`config.mk`:
```
export PLATFORM = sky130hd
export DESIGN_NAME = instr_prefetch
export DESIGN_NICKNAME = d
export VERILOG_FILES = /design/src/rtl/prefetch_pkg.sv /design/src/rtl/instr_prefetch_fifo.sv /design/src/rtl/instr_prefetch.sv
export SDC_FILE = /design/constraint.sdc
export NUM_CORES = 1
export LEC_CHECK = 0
export ABC_AREA = 1
export CAP_MARGIN = 5
export CORE_MARGIN = 3
export CORE_UTILIZATION = 45
export CTS_CLUSTER_DIAMETER = 80
export DETAILED_ROUTE_END_ITERATION = 16
export PLACE_DENSITY_LB_ADDON = 0.1
export SETUP_SLACK_MARGIN = 0.2
export SLEW_MARGIN = 10
export SYNTH_ARGS = -nofsm -noshare
export SYNTH_HDL_FRONTEND = slang
export SYNTH_HIERARCHICAL = 1
export SYNTH_SLANG_ARGS = --single-unit
```
`constraint.sdc`:
```
create_clock -name clk -period 1.9 [get_ports clk]
set_input_delay 0.285 -clock clk [delete_from_list [all_inputs] [get_ports clk]]
set_output_delay 0.285 -clock clk [all_outputs]
set_load 0.02 [all_outputs]
```
`src/rtl/prefetch_pkg.sv`:
```
// Shared types for the instruction prefetch stage: default widths, opcode
// encoding and the {pc, instr} entry carried through the prefetch FIFO.
package prefetch_pkg;

  localparam int PF_ADDR_W = 3;
  localparam int PF_DATA_W = 8;

  typedef enum logic [1:0] {
    OP_LD  = 2'b00,
    OP_ADD = 2'b01,
    OP_JMP = 2'b10,
    OP_JZ  = 2'b11
  } opcode_t;

  typedef struct packed {
    logic [PF_ADDR_W-1:0] pc;
    logic [PF_DATA_W-1:0] instr;
  } fetch_entry_t;

endpackage

```
`src/rtl/instr_prefetch_fifo.sv`:
```
// Synchronous FIFO with flush; read data is forced to zero while empty so the
// consumer-facing outputs are clean when nothing is buffered.
module sync_fifo #(
  parameter int WIDTH = 11,
  parameter int DEPTH = 4,
  parameter int CNT_W = $clog2(DEPTH) + 1
) (
  input  logic             clk,
  input  logic             rst,
  input  logic             flush,
  input  logic             push,
  input  logic [WIDTH-1:0] wdata,
  input  logic             pop,
  output logic [WIDTH-1:0] rdata,
  output logic [CNT_W-1:0] count,
  output logic             full,
  output logic             empty
);
  localparam int PTR_W = $clog2(DEPTH);

  logic [WIDTH-1:0] mem [DEPTH];
  logic [PTR_W-1:0] wr_ptr, rd_ptr;
  logic             do_push, do_pop;

  assign full    = (count == CNT_W'(DEPTH));
  assign empty   = (count == '0);
  assign do_push = push && !full && !flush;
  assign do_pop  = pop && !empty;
  assign rdata   = empty ? '0 : mem[rd_ptr];

  always_ff @(posedge clk) begin
    if (do_push) mem[wr_ptr] <= wdata;
  end

  always_ff @(posedge clk) begin
    if (rst || flush) begin
      wr_ptr <= '0;
      rd_ptr <= '0;
      count  <= '0;
    end else begin
      if (do_push) wr_ptr <= wr_ptr + PTR_W'(1);
      if (do_pop)  rd_ptr <= rd_ptr + PTR_W'(1);
      case ({do_push, do_pop})
        2'b10:   count <= count + CNT_W'(1);
        2'b01:   count <= count - CNT_W'(1);
        default: count <= count;
      endcase
    end
  end

endmodule

```
`src/rtl/instr_prefetch.sv`:
```
// Fetch stage: walks fetch_pc through a 1-cycle-latency instruction memory,
// buffers {pc, instr} in a FIFO and flushes everything on a redirect.
module instr_prefetch
  import prefetch_pkg::*;
#(
  parameter int ADDR_W = PF_ADDR_W,
  parameter int DATA_W = PF_DATA_W,
  parameter int DEPTH  = 4
) (
  input  logic              clk,
  input  logic              rst,
  output logic              mem_en,
  output logic [ADDR_W-1:0] mem_addr,
  input  logic [DATA_W-1:0] mem_rdata,
  output logic              out_valid,
  input  logic              out_ready,
  output logic [DATA_W-1:0] out_instr,
  output logic [ADDR_W-1:0] out_pc,
  input  logic              redirect_valid,
  input  logic [ADDR_W-1:0] redirect_pc
);
  localparam int CNT_W = $clog2(DEPTH) + 1;
  localparam int ENT_W = $bits(fetch_entry_t);

  logic [ADDR_W-1:0] fetch_pc, rd_pc;
  logic              rd_pending;
  logic [CNT_W-1:0]  count;
  logic              full, empty, push;
  fetch_entry_t      wentry, hentry;

  // Credit counts the in-flight read as occupied; a same-cycle pop is not
  // credited, so the FIFO can never be pushed while full.
  assign mem_en   = !rst && !redirect_valid &&
                    (({1'b0, count} + {{CNT_W{1'b0}}, rd_pending}) < (CNT_W+1)'(DEPTH));
  assign mem_addr = fetch_pc;

  always_ff @(posedge clk) begin
    if (rst) begin
      fetch_pc   <= '0;
      rd_pc      <= '0;
      rd_pending <= 1'b0;
    end else if (redirect_valid) begin
      fetch_pc   <= redirect_pc;
      rd_pending <= 1'b0;
    end else begin
      rd_pending <= mem_en;
      if (mem_en) begin
        rd_pc    <= fetch_pc;
        fetch_pc <= fetch_pc + ADDR_W'(1);
      end
    end
  end

  assign push          = rd_pending && !redirect_valid && !full;
  assign wentry.pc     = rd_pc;
  assign wentry.instr  = mem_rdata;

  sync_fifo #(.WIDTH(ENT_W), .DEPTH(DEPTH), .CNT_W(CNT_W)) u_fifo (
    .clk   (clk),
    .rst   (rst),
    .flush (redirect_valid),
    .push  (push),
    .wdata (wentry),
    .pop   (out_ready),
    .rdata (hentry),
    .count (count),
    .full  (full),
    .empty (empty)
  );

  assign out_valid = !empty;
  assign out_instr = hentry.instr;
  assign out_pc    = hentry.pc;

endmodule

```
* After elaboration in Yosys (flattened, before gate mapping)
Memories as Yosys holds them, arrays and structs flattened. A register that Yosys moved wholly into a read port is not among the register bits.
Index checks and enable logic that the tools add are counted.
** Word-level totals
- Register bits after elaboration :: 14
- Latch bits :: 0
- Bits in writable memories :: 44
- Memory bits (read-only) :: 0
- Input port bits :: 15
- Output and inout bits :: 16
- Memories kept :: 1
** Cells by class
- $add $sub $neg :: 6
- Multiply operators :: 0
- Divide/modulo/power cells :: 0
- $lt $le $gt $ge :: 1
- Equality and inequality tests :: 3
- Shift-type cells :: 0
- Mux-type cells :: 8
- Bitwise operators :: 1
- Reduce and logical (&&, ||, !) cells :: 17
** Memories
- u_fifo.mem :: words 4, bits a word 11, rd ports 1, clocked after Yosys merged registers in 1, write ports 1, line instr_prefetch_fifo.sv:21 : logic [WIDTH-1:0] mem [DEPTH];
** Operators by type and width (count)
- two-way mux 11 bit :: 1
- logical AND 1 bit :: 7
- adder 3 x 1 -> 3 bit (second input constant) :: 2
- two-way mux 3 bit :: 2
- one-hot mux 3 bit (2 select lines) :: 1
- adder 2 x 1 -> 2 bit (second input constant) :: 2
- adder 3 x 1 -> 4 bit :: 1
- logical NOT 1 bit :: 4
- less-than comparator 4 x 3 -> 1 bit (second input constant) :: 1
- two-way mux 2 bit :: 2
- nonzero test 2 bit :: 2
- equality test 3 bit (second input constant) :: 1
- logical NOT 3 bit :: 1
- subtractor 3 x 1 -> 3 bit (second input constant) :: 1
- equality test 2 x 1 -> 1 bit (second input constant) :: 1
- equality test 2 bit (second input constant) :: 1
- two-way mux 1 bit :: 2
- AND reduction 2 bit :: 1
- OR reduction 2 bit :: 1
- logical OR 1 bit :: 1
- NOT 1 bit :: 1

* Longest topological paths before layout
Gate-level depths: netlist of the first run.
- Depth after elaboration :: 7
- Gate-level depth with buffers :: 16
- Depth with buffers taken out :: 16

* Modules after synthesis
Netlist of the first run, hierarchy kept.
** By module, submodules not included
- sync_fifo :: instances 1, cells an instance 213, area an instance 2292.2 um^2, sequential area each 1501.4 um^2
- instr_prefetch :: instances 1, cells an instance 50, area an instance 344.1 um^2, sequential area each 140.1 um^2

* Worst setup path before layout of the first run
Ideal clock, no wire load.
- Kind :: register -> register
- From :: reg u_fifo.count[1]
- To :: mem u_fifo.mem[0][0], enable pin
- Data arrival time :: 1.605 ns
- Data required time :: 1.522 ns
- Slack :: -0.083 ns
- Cell stages (with the launch flop) :: 9
- Buffers on the path :: 0
- Period minus slack after synthesis :: 1.983 ns
- Path through :: dfxtp_1 -> inv_1 -> nand3_1 -> inv_1 -> nor2_1 -> inv_1 -> nor2_1 -> nand2_1 -> nor2_1
** On the way
- Longest elaborated chain between the ends :: 7
** Ends and longest elaborated chain
- start, declared :: line instr_prefetch_fifo.sv:15 : output logic [CNT_W-1:0] count,
- start signal, assigned :: line instr_prefetch_fifo.sv:44 : 2'b10: count <= count + CNT_W'(1);
- start signal, assigned :: line instr_prefetch_fifo.sv:45 : 2'b01: count <= count - CNT_W'(1);
- start signal, assigned :: line instr_prefetch_fifo.sv:46 : default: count <= count;
- equality test 3 bit :: line instr_prefetch_fifo.sv:25 : assign full = (count == CNT_W'(DEPTH));
- net full :: line instr_prefetch.sv:28 : logic full, empty, push;
- logical NOT 1 bit :: line instr_prefetch.sv:54 : assign push = rd_pending && !redirect_valid && !full;
- logical AND 1 bit :: line instr_prefetch.sv:54
- net push :: line instr_prefetch.sv:28
- logical AND 1 bit (2 in a row) :: line instr_prefetch_fifo.sv:27 : assign do_push = push && !full && !flush;
- two-way mux 1 bit :: line instr_prefetch_fifo.sv:32 : if (do_push) mem[wr_ptr] <= wdata;
- two-way mux 1 bit (not written as such) :: line instr_prefetch_fifo.sv:32
- end, declared :: line instr_prefetch_fifo.sv:21
The timed path passes the listed nets, and every way through them passes these cells.

* Worst setup path in the final report of the first run
- From :: in redirect_valid
- To :: reg u_fifo.count[2]
** On the way
- Longest elaborated chain between the ends :: 7
- Elaborated cells on any way between the ends :: 10
** Ends and longest elaborated chain
- start, declared :: line instr_prefetch.sv:19 : input logic redirect_valid,
- logical NOT 1 bit * :: line instr_prefetch.sv:54
- logical AND 1 bit * (2 in a row) :: line instr_prefetch.sv:54
- net push :: line instr_prefetch.sv:28
- logical AND 1 bit * (2 in a row) :: line instr_prefetch_fifo.sv:27
- equality test 2 x 1 -> 1 bit / equality test 2 bit (equally long branches) :: line instr_prefetch_fifo.sv:43 : case ({do_push, do_pop})
- one-hot mux 3 bit (2 select lines) / nonzero test 2 bit (equally long branches)
The timed path passes the listed nets; every way through them passes the cells marked *.
A chain may end at the register's enable or synchronous reset.

==> flow_summary.json, run 1 <==
{
  "fin_nets": 347,
  "start_util_pct": 47.30,
  "status": "finished, final reports clean",
  "max_clock_freq_mhz": 573.2,
  "rows": 27,
  "drc_errors": 0,
  "final-seq-area_mm2": 0.001652,
  "ir_drop_mv": 0.4906,
  "antennaDiodeCount": 0,
  "io_buffers": 30,
  "synth_cell_type_count": 22,
  "avgViaCountPerCell": 4.744,
  "yosysTopAreaCell": "edfxtp_1",
  "drtAntennaViolNets": 0,
  "grt_antenna_before_repair": 0,
  "rsz0062_at_grt": "yes",
  "ys_seq_elements": 60,
  "cts_sinks": 60,
  "grt_overflow": 0,
  "vias": 1907,
  "cts_tree": "done",
  "critical_path_required_ns": 2.13,
  "ctsHoldBuffers": 0,
  "synthesis.instances": 263,
  "whs_ns": 0.5000,
  "setup_ws_ns": 0.1554,
  "firstDrtPassIters": 4,
  "finClkSkew_ns": 0.005751,
  "tns_ns": 0,
  "worstSetupEndpointType": "flop",
  "multi_input_area_um2": 912.1,
  "cp_max_fo": 2,
  "syn_to_final_growth_pct": 34.84,
  "clock_latency_ns": 0.32,
  "finalPower_mw": 2.801,
  "grt_pass1_wl_um": 7852,
  "cp.arrival_ns": 1.97,
  "layout-drive-gt1-share_pct": 28.79,
  "gp_congestion": 0.8049,
  "grt_pass1_vias": 1816,
  "dieArea_mm2": 0.006813,
  "synth_largest_type_area_fraction_pct": 50.12,
  "hp-class": "reg -> reg",
  "dp_slack_ns": -0.2068,
  "synth-warning-count": 6,
  "fin_crit_sh_pct": 91.82,
  "grtUsageTotal_pct": 15.82,
  "syn_avg_cell_area_um2": 10.02,
  "worst-setup-path-type": "in -> reg",
  "synth.area.top_cells": "edfxtp_1 50%, dfxtp_1 12%, nand2_1 9.5%, nor2_1 5.8%, inv_1 3.4%",
  "grt_max_degree": 23,
  "worstSetupStartpointType": "input pin",
  "finalHoldViolations": 0,
  "worst_pin_slew_ns": 0.2463,
  "htree_levels": 3,
  "finalInstanceArea_mm2": 0.003555,
  "drv_cap": 0,
  "die_h_um": 82.54,
  "r2r_slack_ns": 0.16,
  "period_minus_slack_ns": 1.745,
  "dieWidth_um": 82.54,
  "cts_root_buffer": "clkbuf_8",
  "synth_nets": 285,
  "placed_cell_area_mm2": 0.003264,
  "path_clk_slew_ns": 0.06,
  "core-area_mm2": 0.005574,
  "ctsLongestPathBuffers": 2,
  "cts_buffers": 9,
  "ios": 31,
  "synth_area_mm2": 0.002636,
  "nFillCells": 458,
  "p_leak_nw": 1.429,
  "finalSetupViolCount": 0,
  "dp_hpwl_um": 3295,
  "dr.first_iter.drc_count": 79,
  "drt-total-wl_um": 4989,
  "slew_headroom_pct": 83.47,
  "slew_viol_final": 0,
  "seq_area_frac_synth_pct": 62.27,
  "power_density_mw_per_mm2": 788.0,
  "routedWlPerCell_um": 12.41
}
## final cells by class
type                       count  area share [%]
multi-input combinational    168           25.66
inverter                      28           3.168
clock buffer                  12           4.681
sequential                    60           46.46
clock inverter                 4           1.267
timing repair buffer          58           16.23
tap                           72           2.534
## logic make-up (layout without fill, tap and decap cells)
kind of cell,count (synthesis),in the layout,synth area share (%)
adders and majority gates,7,7,3.607
and+or+nand+nor,124,124,19.36
AOI/OAI and AO/OA,37,37,8.163
buffers and inverters,35,102,6.597
DFF,60,60,62.27
## path summary, 6_finish.rpt
path,startpoint,endpoint,cells past startpoint
worst max-delay path,redirect_valid,u_fifo/count[2],16
worst min-delay path,u_fifo/rd_ptr[0],u_fifo/rd_ptr[0],2
worst max register to register,u_fifo/count[0],u_fifo/count[2],16
worst min register to register,u_fifo/rd_ptr[0],u_fifo/rd_ptr[0],2
## critical path: stages
cell and delay [ns]:
clkdlybuf4s50_1 0.47, inv_1 0.05, nand2_1 0.06, nor2_2 0.04, inv_1 0.08, nor2_4 0.05
nand2_4 0.06, ha_4 0.13, inv_2 0.04, fa_2 0.37, inv_2 0.05, nand2_1 0.06
nand3_1 0.08, nand2_1 0.05, inv_1 0.05, nor2_1 0.03
## per-layer routing
layer	vias up	track usage, %	wire, um
met2	39	27.88	2626
li1	989	-	-
met5	-	0	0
met3	5	4.338	204
met1	874	16.96	2091
met4	0	8.987	67
## state kept, by name, indices dropped and copies added, names as in the netlist, named ones only
name and cells:
mem_addr 3, u_fifo/wr_ptr 2, u_fifo/count 3, u_fifo/mem 44, rd_pending 1, rd_pc 3, u_fifo/rd_ptr 2
## power by group
| group | switching, mW | leakage (nW) | total [mW] | internal [mW] |
|---|---|---|---|---|
| sequential | 0.0148 | 0.538 | 1.43 | 1.42 |
| combinational | 0.0992 | 0.780 | 0.197 | 0.0974 |
| clock | 0.456 | 0.111 | 1.17 | 0.714 |
| total | 0.570 | 1.43 | 2.80 | 2.23 |
## cells in the final DEF (no fill, tap or decap), types with 3 or more instances in the layout
master           synthesis  layout
nand3_1                  9       8
a21oi_2                  8       7
buf_2                    1       4
o21ai_0                  7       7
a21oi_1                 12      11
o21ai_1                 10      10
nand2_1                 67      65
nand3_4                  1       3
inv_4                    0       3
buf_4                    1      23
nor2_1                  41      34
nor2_2                   2       7
ha_1                     6       5
clkdlybuf4s50_1          0      17
dfxtp_1                 16      12
buf_12                   0       6
edfxtp_1                44      44
clkbuf_8                 0      10
inv_2                    4       6
inv_1                   24      19
clkinv_2                 0       3
buf_6                    5       6
## synthesized netlist by cell type
cell type and number:
a21oi_1 12, a21oi_2 8, buf_2 1, buf_4 1, buf_6 5, dfxtp_1 16
edfxtp_1 44, fa_1 1, ha_1 6, inv_1 24, inv_2 4, nand2_1 67
nand2_2 1, nand3_1 9, nand3_2 1, nand3_4 1, nand3b_1 1, nand4_1 1
nor2_1 41, nor2_2 2, o21ai_0 7, o21ai_1 10
## per-stage QoR
step	utilization, %	cells
after CTS	62.00	398
after global routing	63.77	402
after floorplan	-	263
after detailed placement	58.56	380
after global placement	58.56	380
final	63.77	402
## what timing repair did
action,4_1_cts,5_1_grt
endpoints found under the setup margin,32,14
pin swaps,2,6
resized for setup,57,24
cloned,0,1
setup buffers,2,3
No activity file was read; power rests on OpenSTA's default activity.
==> run 2: changes to the inputs <==
--- a/config.mk
+++ b/config.mk
@@ -12,6 +12,7 @@
 export CTS_CLUSTER_DIAMETER = 80
 export DETAILED_ROUTE_END_ITERATION = 16
 export PLACE_DENSITY_LB_ADDON = 0.1
+export REMOVE_ABC_BUFFERS = 1
 export SETUP_SLACK_MARGIN = 0.2
 export SLEW_MARGIN = 10
 export SYNTH_ARGS = -nofsm -noshare
==> flow_summary.json, run 2 (same netlist as run 1, synthesis figures left out) <==
{
  "status": "finished, final reports clean",
  "gp_congestion": 0.7778,
  "finalHoldViolations": 0,
  "finalSetupViolCount": 0,
  "worst_pin_slew_ns": 0.2204,
  "finalPower_mw": 2.606,
  "r2r_slack_ns": 0.17,
  "grt_max_degree": 23,
  "path_clk_slew_ns": 0.06,
  "start_util_pct": 47.30,
  "ctsHoldBuffers": 0,
  "routedWlPerCell_um": 12.34,
  "layout_common_cells": "66 x nand2_1, 44 x edfxtp_1, 35 x nor2_1",
  "rr_worst_depth": 16,
  "vias": 1903,
  "clock_power_share_pct": 37.6,
  "r2r_end": "u_fifo/count[2]",
  "hold_path_startpoint": "u_fifo/rd_ptr[0]",
  "slew_headroom_pct": 85.26,
  "dr.first_iter.drc_count": 94,
  "grt_pass1_wl_um": 7810,
  "dp_hpwl_um": 3275,
  "reg2reg_from": "u_fifo/count[0]",
  "drt-total-wl_um": 5023,
  "final_common_cell": "nand2_1",
  "fin_nets": 352,
  "worstSetupEndpointType": "flop",
  "max_clock_freq_mhz": 573.7,
  "largest_reg_flops": 44,
  "cp_max_fo": 2,
  "p_leak_nw": 1.422,
  "drc_errors": 0,
  "cts_sinks": 60,
  "drtAntennaViolNets": 0,
  "grt_antenna_before_repair": 0,
  "io_buffers": 30,
  "finClkSkew_ns": 0.005519,
  "rows": 27,
  "slew_viol_final": 0,
  "nFillCells": 490,
  "die_h_um": 82.54,
  "hp-class": "reg -> reg",
  "cp.arrival_ns": 1.96,
  "grtUsageTotal_pct": 15.48,
  "htree_levels": 3,
  "cts_root_buffer": "clkbuf_8",
  "grt_pass1_vias": 1782,
  "worst-setup-path-type": "in -> reg",
  "fin_crit_sh_pct": 91.74,
  "min_path_cells": 2,
  "rsz0062_at_grt": "yes",
  "power_density_mw_per_mm2": 751.0,
  "antennaDiodeCount": 0,
  "ir_drop_mv": 0.3009,
  "power_switching_mw": 0.5481,
  "cts_buffers": 9,
  "critical_path_required_ns": 2.11,
  "cts_tree": "done",
  "syn_to_final_growth_pct": 31.61,
  "layout-drive-gt1-share_pct": 28.06,
  "setup_ws_ns": 0.1570,
  "dieArea_mm2": 0.006813,
  "ctsLongestPathBuffers": 2,
  "whs_endpoint": "u_fifo/rd_ptr[0]",
  "p_int_mw": 2.058,
  "drv_cap": 0,
  "seqPwrFrac_pct": 55.1,
  "largest-register": "u_fifo/mem",
  "dp_slack_ns": -0.2123,
  "ios": 31,
  "worstSetupStartpointType": "input pin",
  "combPwrFrac_pct": 7.3,
  "firstDrtPassIters": 4,
  "swShare_pct": 21.03,
  "avgViaCountPerCell": 4.676,
  "core-area_mm2": 0.005574,
  "grt_overflow": 0,
  "clock_latency_ns": 0.32,
  "utilization_pct": 62.24,
  "dieWidth_um": 82.54,
  "period_minus_slack_ns": 1.743,
  "tns_ns": 0
}
## run 2: changes by cell type in the layout (fill, tap and decap cells not counted), sizes merged
cell	previous run	this run
clkbuf	12	14
bufinv	1	0
clkinv	3	2
clkdlybuf4s15	1	2
buf	40	44
## run 2: area by class of cell
cell class	count	area, um2	share of cell area, %
clock buffer	14	162.7	4.688
clock inverter	2	10.01	0.2885
inverter	28	110.1	3.173
multi-input combinational	168	877.1	25.28
sequential	60	1647	47.46
tap	72	90.09	2.596
timing repair buffer	63	573.1	16.52
## run 2: metal layers
metal / up-vias / share of wire [%] / wire (um) / GRT usage, %
met2: 38 / 51 / 2563 / 27.64
li1: 998 / - / - / -
met1: 862 / 44 / 2223 / 17.48
met5: - / 0 / 0 / 0
met4: 0 / 1.1 / 53 / 8.333
met3: 5 / 3.6 / 183 / 2.711
## run 2: timing repair
| item | in CTS | in global routing |
|---|---|---|
| resized for setup | 63 | 30 |
| buffers inserted | 2 | 0 |
| endpoints found under the setup margin | 41 | 59 |
| endpoints found under the hold margin | 0 | 0 |
| pin swaps | 4 | 3 |
| cloned | 0 | 4 |
## run 2: stage by stage
stage	area (um2)	std cells	hold slack, ns
floorplan	2567	256	0.3541
global placement	3198	385	0.4719
detailed placement	3198	385	0.4859
CTS	3359	403	0.5001
global route	3470	407	0.5297
finish	3470	407	0.4906
## run 2: worst max-delay path by stage
stage | start | to | slack [ns] | cells past startpoint
floorplan | u_fifo/count[1] | u_fifo/mem[0][0] | -0.08 | 8
finish | redirect_valid | u_fifo/count[2] | 0.16 | 16
global placement | redirect_valid | u_fifo/count[2] | -0.15 | 16
global route | u_fifo/count[0] | u_fifo/count[2] | 0.02 | 16
detailed placement | redirect_valid | u_fifo/count[2] | -0.21 | 16
CTS | flop | out_pc[2] | 0.13 | 6
## run 2: worst max-delay path, cell delays in order
cell,delay [ns]
clkdlybuf4s50_1,0.47
inv_1,0.05
nand2_1,0.05
nor2_1,0.03
inv_1,0.06
nor2_2,0.05
nand2_2,0.09
ha_4,0.13
inv_2,0.04
fa_2,0.34
inv_1,0.07
nand2_1,0.07
nand3_1,0.07
nand2_1,0.06
inv_1,0.05
nor2_1,0.03
## run 2: power by group through the flow
stage	Sequential [mW]	Clock, mW	Combinational [mW]
floorplan	1.47	0	0.0753
global placement	1.46	0	0.183
detailed placement	1.46	0	0.185
CTS	1.44	1.01	0.185
global route	1.44	1.05	0.210
finish	1.44	0.980	0.191
==> run 3: changes to the inputs <==
--- a/config.mk
+++ b/config.mk
@@ -7,7 +7,6 @@
 export LEC_CHECK = 0
 export ABC_AREA = 1
 export CAP_MARGIN = 5
-export CORE_MARGIN = 3
 export CORE_UTILIZATION = 45
 export CTS_CLUSTER_DIAMETER = 80
 export DETAILED_ROUTE_END_ITERATION = 16
==> flow_summary.json, run 3 (same netlist as run 1, synthesis figures left out) <==
{
  "grt_pass1_wl_um": 8190,
  "cts_sinks": 60,
  "finalSetupViolCount": 0,
  "final_common_cell": "nand2_1",
  "largest-register": "u_fifo/mem",
  "whs_ns": 0.4896,
  "combPwrFrac_pct": 7.2,
  "antennaDiodeCount": 0,
  "cts_tree": "done",
  "routedWlPerCell_um": 13.04,
  "grtUsageTotal_pct": 17.95,
  "drv_cap": 0,
  "largest_reg_flops": 44,
  "critical_path_required_ns": 2.13,
  "grt_max_degree": 23,
  "cpPeakStageDelay_ns": 0.35,
  "finClkSkew_ns": 0.004681,
  "worstSetupStartpointType": "flop",
  "fin_crit_sh_pct": 93.39,
  "ctsLongestPathBuffers": 2,
  "htree_levels": 3,
  "clock_latency_ns": 0.33,
  "layout-drive-gt1-share_pct": 33.63,
  "syn_to_final_growth_pct": 40.06,
  "power_density_mw_per_mm2": 772.5,
  "rsz0062_at_grt": "yes",
  "cp.arrival_ns": 2.01,
  "path_cells": "inv_2 -> nand3_2 -> inv_2 -> nor2_4 -> inv_2 -> nor2_4 -> nand2_2 -> ha_4 -> inv_4 -> fa_2 -> inv_2 -> nand2_2 -> nand3_2 -> nand2_1 -> inv_1 -> nor2_1",
  "cp_max_fo": 5,
  "slew_headroom_pct": 84.88,
  "utilization_pct": 66.24,
  "p_int_mw": 2.263,
  "clock_power_share_pct": 42.5,
  "wl_met1_um": 2212,
  "avgViaCountPerCell": 4.815,
  "power_switching_mw": 0.5898,
  "grt_pass1_vias": 1867,
  "grt_overflow": 0,
  "finalHoldViolations": 0,
  "status": "finished, final reports clean",
  "core-area_mm2": 0.005574,
  "worst-setup-path-type": "reg -> reg",
  "ir_drop_mv": 0.3760,
  "drtAntennaViolNets": 0,
  "dieArea_mm2": 0.006169,
  "drc_errors": 0,
  "worst_pin_slew_ns": 0.2252,
  "p_leak_nw": 1.503,
  "path_clk_slew_ns": 0.06,
  "hp-class": "reg -> reg",
  "gp_congestion": 0.7193,
  "rows": 27,
  "max_clock_freq_mhz": 563.6,
  "io_buffers": 30,
  "seqPwrFrac_pct": 50.3,
  "dieWidth_um": 78.54,
  "cts_buffers": 9,
  "ios": 31,
  "vias": 1979,
  "grt_antenna_before_repair": 0,
  "layout_common_cells": "62 x nand2_1, 44 x edfxtp_1, 31 x nor2_1",
  "cpMaxStageDelayCell": "fa_2",
  "cts_root_buffer": "clkbuf_8",
  "nFillCells": 442,
  "swShare_pct": 20.68,
  "slew_viol_final": 0,
  "start_util_pct": 47.30,
  "worstSetupEndpointType": "flop",
  "drt-total-wl_um": 5360,
  "routed-wl-met2_um": 2804,
  "crit_top_cell": "inv_2",
  "dr.first_iter.drc_count": 90,
  "dp_hpwl_um": 3210,
  "fin_nets": 356,
  "routed.top_layer": "met4",
  "firstDrtPassIters": 4,
  "wl_met3_um": 203,
  "period_minus_slack_ns": 1.774,
  "die_h_um": 78.54
}
==> run 3: cell count changes in the layout (fill, tap and decap cells not counted), moves of 3 or more <==
cell,previous run,this run
buf_6,8,14
nor2_1,35,31
buf_4,26,29
nand2_1,66,62
clkbuf_16,0,3
nor2_4,3,7
buf_2,7,1
nand2_2,2,6
==> run 3: area by class of cell <==
cell class | count | area, um2 | share of cell area (%)
Sequential cell | 60 | 1649 | 44.66
Multi-Input combinational cell | 168 | 948.4 | 25.69
Timing Repair Buffer | 67 | 663.1 | 17.96
Clock buffer | 15 | 219.0 | 5.930
Inverter | 28 | 115.1 | 3.118
Tap cell | 72 | 90.09 | 2.440
Clock inverter | 1 | 7.507 | 0.2033
==> run 3: worst paths after layout <==
path                     end  slack, ns  cells after the start        startpoint
max          u_fifo/count[2]       0.13                     16   u_fifo/count[0]
min                     flop       0.49                      2  u_fifo/rd_ptr[0]
max reg2reg  u_fifo/count[2]       0.13                     16   u_fifo/count[0]
min reg2reg             flop       0.49                      2  u_fifo/rd_ptr[0]
==> run 3: critical path, delay by kind of cell (launching register included) <==
kind | cells | cell delay, ns
buf+inv | 6 | 0.37
simple gates | 8 | 0.47
fa+ha+maj | 2 | 0.51
flops | 1 | 0.32
==> run 3: metrics by stage <==
step	area (um2)	setup WS [ns]	power [mW]	setup TNS (ns)	cells
2_1_floorplan	2567	-0.08306	1.541	-3.757	256
3_3_place_gp	3206	-0.2815	1.647	-8.494	386
3_5_place_dp	3206	-0.3293	1.649	-8.929	386
4_1_cts	3463	0.1653	2.867	0	404
5_1_grt	3692	-0.002749	2.951	-0.002749	411
6_report	3692	0.1257	2.852	0	411
==> run 3: timing repair <==
action | CTS | global route
pin swaps | 7 | 16
setup endpoints to repair | 60 | 59
hold buffers | 0 | 0
setup buffers | 2 | 3
cloned | 0 | 4
resized for setup | 78 | 55
==> run 3: power groups by stage <==
stage / clock, mW / combinational, mW / sequential [mW]
3_3_place_gp: 0 / 0.185 / 1.46
3_5_place_dp: 0 / 0.186 / 1.46
6_report: 1.21 / 0.206 / 1.43
2_1_floorplan: 0 / 0.0753 / 1.47
5_1_grt: 1.29 / 0.227 / 1.44
4_1_cts: 1.24 / 0.192 / 1.43
==> run 3: routing by layer <==
metal | up-vias | track usage (%)
li1 | 1003 | -
met1 | 916 | 19.95
met2 | 46 | 30.70
met3 | 14 | 3.721
met4 | 0 | 12.22
met5 | - | 0
